**src/rtl/enokida_trace_formatter.sv**
```systemverilog
// enokida_trace_formatter
// Passive monitor of the RI5CY data interface. Each granted request is timed
// from its request cycle to its response (rvalid) cycle against a free-running
// cycle counter. The result is packed into a 128-bit trace entry that is
// presented to the trace-assisted cache with a one-cycle capture strobe.
//
// Optional feature macro: ENOKIDA_TRACE_SKIP_WRITES_EN
//   When defined, store transactions are timed and queued but never emitted.
//
// Ports:
//   clk, rst_n            clock, asynchronous active-low reset
//   mon_data_req_i        observed data request
//   mon_data_addr_i       observed request address
//   mon_data_we_i         observed write enable
//   mon_data_be_i         observed byte enables
//   mon_data_gnt_i        observed memory grant
//   mon_data_rvalid_i     observed response valid
//   trace_enable_i        recording enable
//   trace_in              packed trace entry (holds when strobe is low)
//   trace_capture_enable  one-cycle strobe marking a new trace_in
//   lock                  sticky: TRACE_ENTRIES entries have been emitted
//   counter               free-running cycle count
//   overflow_o            sticky: grant dropped because both slots were busy
//   spurious_o            sticky: rvalid seen with nothing outstanding
module enokida_trace_formatter #(
   parameter int ADDR_WIDTH    = 16,
   parameter int DATA_WIDTH    = 32,
   parameter int TRACE_ENTRIES = 2048
) (
   input  logic                    clk,
   input  logic                    rst_n,
   input  logic                    mon_data_req_i,
   input  logic [ADDR_WIDTH-1:0]   mon_data_addr_i,
   input  logic                    mon_data_we_i,
   input  logic [DATA_WIDTH/8-1:0] mon_data_be_i,
   input  logic                    mon_data_gnt_i,
   input  logic                    mon_data_rvalid_i,
   input  logic                    trace_enable_i,
   output logic [127:0]            trace_in,
   output logic                    trace_capture_enable,
   output logic                    lock,
   output logic [31:0]             counter,
   output logic                    overflow_o,
   output logic                    spurious_o
);

   localparam logic [15:0] LAST_INDEX = 16'(TRACE_ENTRIES - 1);

   typedef enum logic {IDLE, WAIT_GNT} req_state_t;

   typedef struct packed {
      logic [ADDR_WIDTH-1:0]   addr;
      logic                    we;
      logic [DATA_WIDTH/8-1:0] be;
      logic [31:0]             req_time;
      logic                    rec;
   } pend_t;

   req_state_t  state, next_state;
   logic [31:0] req_time_q;
   logic [31:0] push_time;
   logic        grant;
   logic        push;
   logic        pop;
   logic        drop;
   logic        push_rec;

   pend_t       slots [2];
   logic        rd_ptr;
   logic        wr_ptr;
   logic [1:0]  occupancy;
   pend_t       head;
   logic [31:0] head_addr_ext;
   logic [15:0] entry_index;

   // Request-phase bookkeeping. A request that is granted in its first cycle
   // is timed from the live counter; one that waited uses the latched start.
   always_comb begin
      next_state = state;
      grant      = mon_data_req_i & mon_data_gnt_i;
      push_time  = (state == IDLE) ? counter : req_time_q;
      case (state)
         IDLE:     if (mon_data_req_i && !mon_data_gnt_i) next_state = WAIT_GNT;
         WAIT_GNT: if (!mon_data_req_i || mon_data_gnt_i) next_state = IDLE;
         default:  next_state = IDLE;
      endcase
   end

   // Queue control. A same-cycle pop frees a slot for the simultaneous push,
   // so a full queue only overflows when no response arrives that cycle.
   always_comb begin
      pop      = mon_data_rvalid_i && (occupancy != 2'd0);
      push     = grant && ((occupancy != 2'd2) || pop);
      drop     = grant && (occupancy == 2'd2) && !pop;
`ifdef ENOKIDA_TRACE_SKIP_WRITES_EN
      push_rec = trace_enable_i & ~lock & ~mon_data_we_i;
`else
      push_rec = trace_enable_i & ~lock;
`endif
      head          = slots[rd_ptr];
      head_addr_ext = '0;
      head_addr_ext[ADDR_WIDTH-1:0] = head.addr;
   end

   // State register, request start latch and free-running counter.
   always_ff @(posedge clk or negedge rst_n) begin
      if (!rst_n) begin
         state      <= IDLE;
         req_time_q <= '0;
         counter    <= '0;
      end else begin
         state   <= next_state;
         counter <= counter + 32'd1;
         if (state == IDLE && mon_data_req_i) req_time_q <= counter;
      end
   end

   // Two-slot pending FIFO of granted but not yet answered transactions.
   always_ff @(posedge clk or negedge rst_n) begin
      if (!rst_n) begin
         slots[0]  <= '0;
         slots[1]  <= '0;
         rd_ptr    <= 1'b0;
         wr_ptr    <= 1'b0;
         occupancy <= '0;
      end else begin
         if (push) begin
            slots[wr_ptr] <= '{addr: mon_data_addr_i, we: mon_data_we_i,
                               be: mon_data_be_i, req_time: push_time,
                               rec: push_rec};
            wr_ptr <= ~wr_ptr;
         end
         if (pop) rd_ptr <= ~rd_ptr;
         case ({push, pop})
            2'b10:   occupancy <= occupancy + 2'd1;
            2'b01:   occupancy <= occupancy - 2'd1;
            default: occupancy <= occupancy;
         endcase
      end
   end

   // Entry emission, index/lock tracking and sticky error flags. Lock rises
   // together with the strobe of the final entry so the cache sees both at once.
   always_ff @(posedge clk or negedge rst_n) begin
      if (!rst_n) begin
         trace_in             <= '0;
         trace_capture_enable <= 1'b0;
         entry_index          <= '0;
         lock                 <= 1'b0;
         overflow_o           <= 1'b0;
         spurious_o           <= 1'b0;
      end else begin
         trace_capture_enable <= 1'b0;
         if (pop && head.rec) begin
            trace_capture_enable <= 1'b1;
            trace_in <= {head.req_time, counter, head_addr_ext, head.we,
                         head.be, 11'b0, entry_index};
            entry_index <= entry_index + 16'd1;
            if (entry_index == LAST_INDEX) lock <= 1'b1;
         end
         if (drop) overflow_o <= 1'b1;
         if (mon_data_rvalid_i && occupancy == 2'd0) spurious_o <= 1'b1;
      end
   end

endmodule

```
**config.mk**
```make
export PLATFORM = sky130hd
export DESIGN_NAME = enokida_trace_formatter
export DESIGN_NICKNAME = d
export VERILOG_FILES = /design/src/rtl/enokida_trace_formatter.sv
export SDC_FILE = /design/constraint.sdc
export NUM_CORES = 1
export LEC_CHECK = 0
export BUFFER_PORTS_ARGS = -buffer_cell sky130_fd_sc_hd__buf_2
export CAP_MARGIN = 5
export CORE_MARGIN = 4
export CORE_UTILIZATION = 40
export CTS_CLUSTER_SIZE = 24
export DETAILED_ROUTE_END_ITERATION = 10
export MAX_ROUTING_LAYER = met4
export PLACE_DENSITY = 0.57
export SYNTH_ARGS = -nofsm -noshare
export SYNTH_HDL_FRONTEND = slang
export SYNTH_SLANG_ARGS = --single-unit
```
**constraint.sdc**
```tcl
create_clock -name clk -period 3.7 [get_ports clk]
set_input_delay 0.37 -clock clk [delete_from_list [all_inputs] [get_ports clk]]
set_output_delay 0.37 -clock clk [all_outputs]
set_load 0.02 [all_outputs]
```
==> metrics.log <==
INFO  metric outcome = finished, final reports clean
INFO  metric final_common_cell = sky130_fd_sc_hd__dfrtp_1
INFO  metric ir_drop = 0.3137 mV
INFO  metric cts_tree = done
INFO  metric drt_iter0_markers = 259
INFO  metric design.core.area = roughly 30000 um^2
INFO  metric cts.path.max_buffers = 3
INFO  metric synth.avg_cell_area = between 10 and 15 um^2
INFO  metric fillerInstances = between 2000 and 3000
INFO  metric synthCells = 987
INFO  metric wl_per_cell = approximately 16 um
INFO  metric p_comb_share = around a quarter
INFO  metric layout-area-overhead-vs-synth = 17.68%
INFO  metric hp-class = input pin to flip-flop
INFO  metric synth_area = 12270 um^2
INFO  metric count_of_tritonroute_iterations_in_the_first_routing_pass = 4
INFO  metric asyncSetResetFlopFracSynth = 100.0%
INFO  metric place_area = about 13000 um^2
INFO  metric sequential_area_share_after_synthesis = 60.80%
INFO  metric numClockSinks = 298
INFO  metric p_sw = roughly 3.1 mW
INFO  metric chipWidth = 183.1 um
INFO  metric starting_utilization_of_the_core_area = between 40% and 50%
INFO  metric final-max-slew-violation-count = 0
INFO  metric cts_setup_buffers = 0
INFO  metric remaining_drc_errors = 0
INFO  metric cellPowerDensity = around 690 nW/um^2
INFO  metric finalWeightedCongestion = ~0.75
INFO  metric clock_latency = roughly 0.50 ns
INFO  metric core.rowCount = 63
INFO  metric yosys_register_bits = roughly 300
INFO  metric worst-path-max-fanout = 69
INFO  metric placed_wire_length_estimate = between 15000 and 20000 um
INFO  metric count_of_yosys_warnings_during_synthesis = 0
INFO  metric floorplan.die.height = 183.1 um
INFO  metric post-route-period-util = between 50 and 60%
INFO  metric startpoint_to_endpoint_class_of_the_critical_path = flip-flop to flip-flop
INFO  metric nNetsFinal = between 1000 and 1500
INFO  metric stdcell_area = 14430 um^2
INFO  metric layout_min_cycle_time = 2.212 ns
INFO  metric clock_tree.root_cell = sky130_fd_sc_hd__clkbuf_16
INFO  metric switching_share = a little under a third
INFO  metric cell_internal_pwr = between 6 and 7 mW
INFO  metric worst_ep_arrival_time = around 2.6 ns
INFO  metric maxCapViolations = 0
INFO  metric final_hold_violation_count = 0
INFO  metric antenna_left = 0
INFO  metric fmaxAchievable = ~0.45 GHz
INFO  metric num_cts_buffers = 34
INFO  metric grt_pass1_wl = around 42000 um
INFO  metric critical_path.endpoint_type = flip-flop
INFO  metric cts_repair_resize_count = 0
INFO  metric whs_path_depth = 2
INFO  metric sequential_share_of_power = a little over two fifths
INFO  metric post_route_cells_drive_above_1_share = 20.43%
INFO  metric fp.dieArea = 33530 um^2
INFO  metric routed-via-count = roughly 7600
INFO  metric timing.critical_path.required = between 4 and 5 ns
INFO  metric pre_cts_slack = between 1 and 1.5 ns
INFO  metric gr-usage-all-layers = roughly 16%
INFO  metric timing.max_slew.rel_slack = 30.46%
INFO  metric grt_pass1_vias = 7820
INFO  metric number_of_antenna_violations_at_the_first_check_in_global_routing = 0
INFO  metric grt_start_max_net_pins = 110
INFO  metric tightestPinTransition = around 1.0 ns
INFO  metric final-setup-viol-count = 0
INFO  metric clk_transition_reported_paths = around 0.060 ns
INFO  metric wirelength = around 25000 um
INFO  metric grt_setup_unrepaired = no
INFO  metric setup_total_negative_slack = 0 ns
INFO  metric globalRoute.totalOverflow = 0
INFO  metric timing.reg2reg.worst_path_depth = 4
INFO  metric synth-main-ff-cell = sky130_fd_sc_hd__dfrtp_1
INFO  metric yosysUniqueCellTypes = 34
INFO  metric vias_per_cell = between 4 and 5
INFO  metric leakage = around 7.0 nW
INFO  metric top_level_ports = about 190
INFO  metric synth_enable_flop_cells = 0
INFO  metric htree_num_levels = 2
INFO  metric pwr-share-clk = around a third
INFO  metric place.port_buffers = around 160
INFO  metric final.setup_skew = about 0.016 ns
INFO  metric layout_setup_ws = about 1.5 ns
INFO  metric critical_path_launch_point_type = flip-flop
INFO  metric most-common-layout-cells = 296 x sky130_fd_sc_hd__dfrtp_1, 162 x sky130_fd_sc_hd__buf_2, 117 x sky130_fd_sc_hd__mux2_1
power groups by stage:
stage | clock network (mW) | registers, mW | logic, mW
finish | 3.21 | 4.32 | 2.37
global route | 3.47 | 4.42 | 2.62
CTS | 3.33 | 4.34 | 2.43
detailed placement | 0 | 4.40 | 2.42
global placement | 0 | 4.37 | 2.40
floorplan | 0 | 4.77 | 1.23
kinds of logic (layout without fill, tap and decap cells):
logic type / Yosys count / in the layout / share of synthesized area [%]
DFF: 298 / 298 / 60.80
and+or+nand+nor: 214 / 214 / 8.100
muxes: 210 / 210 / 18.38
AOI/OAI and AO/OA: 127 / 127 / 5.243
buffers and inverters: 88 / 235 / 3.887
xor gates and xnor gates: 47 / 47 / 3.356
adders and majority gates: 2 / 2 / 0.2040
other: 1 / 28 / 0.03057
timing repair:
action | 4_1_cts | 5_1_grt
endpoints found under the hold margin | 75 | 0
endpoints found under the setup margin | 0 | 0
hold buffers | 1 | 0
metrics by stage:
stage	std cells	hold slack (ns)	utilization, %	power, mW
after detailed placement	1494	0.4011	44.61	6.817
after CTS	1550	0.06041	48.18	10.10
after global placement	1494	0.4017	44.61	6.766
after global routing	1550	0.07302	48.18	10.51
after floorplan	1013	0.07441	-	6.001
final	1551	0.07915	48.19	9.896
critical path, cell delays in order (launching register included):
cell                       delay [ns]
sky130_fd_sc_hd__dfrtp_1         0.45
sky130_fd_sc_hd__nor3b_1         0.43
sky130_fd_sc_hd__nand3b_1        0.20
sky130_fd_sc_hd__buf_4           0.61
sky130_fd_sc_hd__mux2_1          0.39
per-layer routing:
layer  part of all wire [%]  track usage [%]  vias to the layer above
li1                       -                -                     3679
met3                    5.0            3.074                       29
met2                     44            23.81                      169
met4                    1.5            3.039                        0
met1                     49            22.43                     3715
met5                      0                -                        -
state kept, by name, summed over array words and instances, names as in the netlist:
name	flops
entry_index	16
req_time_q	32
rd_ptr	1
occupancy	2
lock	1
trace_in	101
wr_ptr	1
overflow_o	1
trace_capture_enable	1
state	1
slots	108
counter	32
spurious_o	1
cell type report:
| type | count | area [um^2] | share of cell area (%) |
|---|---|---|---|
| clock inverter | 8 | 97.59 | 0.6761 |
| tap | 390 | 488.0 | 3.381 |
| antenna | 1 | 2.502 | 0.01734 |
| sequential | 298 | 7462 | 51.70 |
| inverter | 4 | 15.01 | 0.1040 |
| timing repair buffer | 176 | 963.4 | 6.675 |
| clock buffer | 47 | 960.9 | 6.657 |
| multi-input combinational | 627 | 4444 | 30.79 |
cell usage after synthesis, types with 10 or more instances:
| cell type | n | share of area, % |
|---|---|---|
| sky130_fd_sc_hd__buf_2 | 33 | 1.3 |
| sky130_fd_sc_hd__mux2i_1 | 88 | 7.2 |
| sky130_fd_sc_hd__xor2_1 | 14 | 1.0 |
| sky130_fd_sc_hd__nor2_1 | 93 | 2.8 |
| sky130_fd_sc_hd__mux2_1 | 117 | 11 |
| sky130_fd_sc_hd__clkbuf_1 | 18 | 0.55 |
| sky130_fd_sc_hd__nand2_1 | 48 | 1.5 |
| sky130_fd_sc_hd__o21ai_1 | 35 | 1.4 |
| sky130_fd_sc_hd__a21oi_1 | 86 | 3.5 |
| sky130_fd_sc_hd__nand4_1 | 12 | 0.61 |
| sky130_fd_sc_hd__and3_1 | 10 | 0.51 |
| sky130_fd_sc_hd__buf_4 | 28 | 1.7 |
| sky130_fd_sc_hd__nand3_1 | 24 | 0.98 |
| sky130_fd_sc_hd__xnor2_1 | 33 | 2.4 |
| sky130_fd_sc_hd__dfrtp_1 | 298 | 61 |
final timing paths:
check | slack [ns] | to | startpoint
hold reg to reg | 0.46 | overflow_o | overflow_o
min in group asynchronous | 0.42 | trace_in[69] | rst_n
setup / recovery | 1.49 | slots[34] | occupancy[1]
setup reg to reg | 1.49 | slots[34] | occupancy[1]
max in group asynchronous | 2.26 | slots[48] | rst_n
hold / removal | 0.08 | state | mon_data_gnt_i
Note: power is estimated with default switching activity, not from simulation.
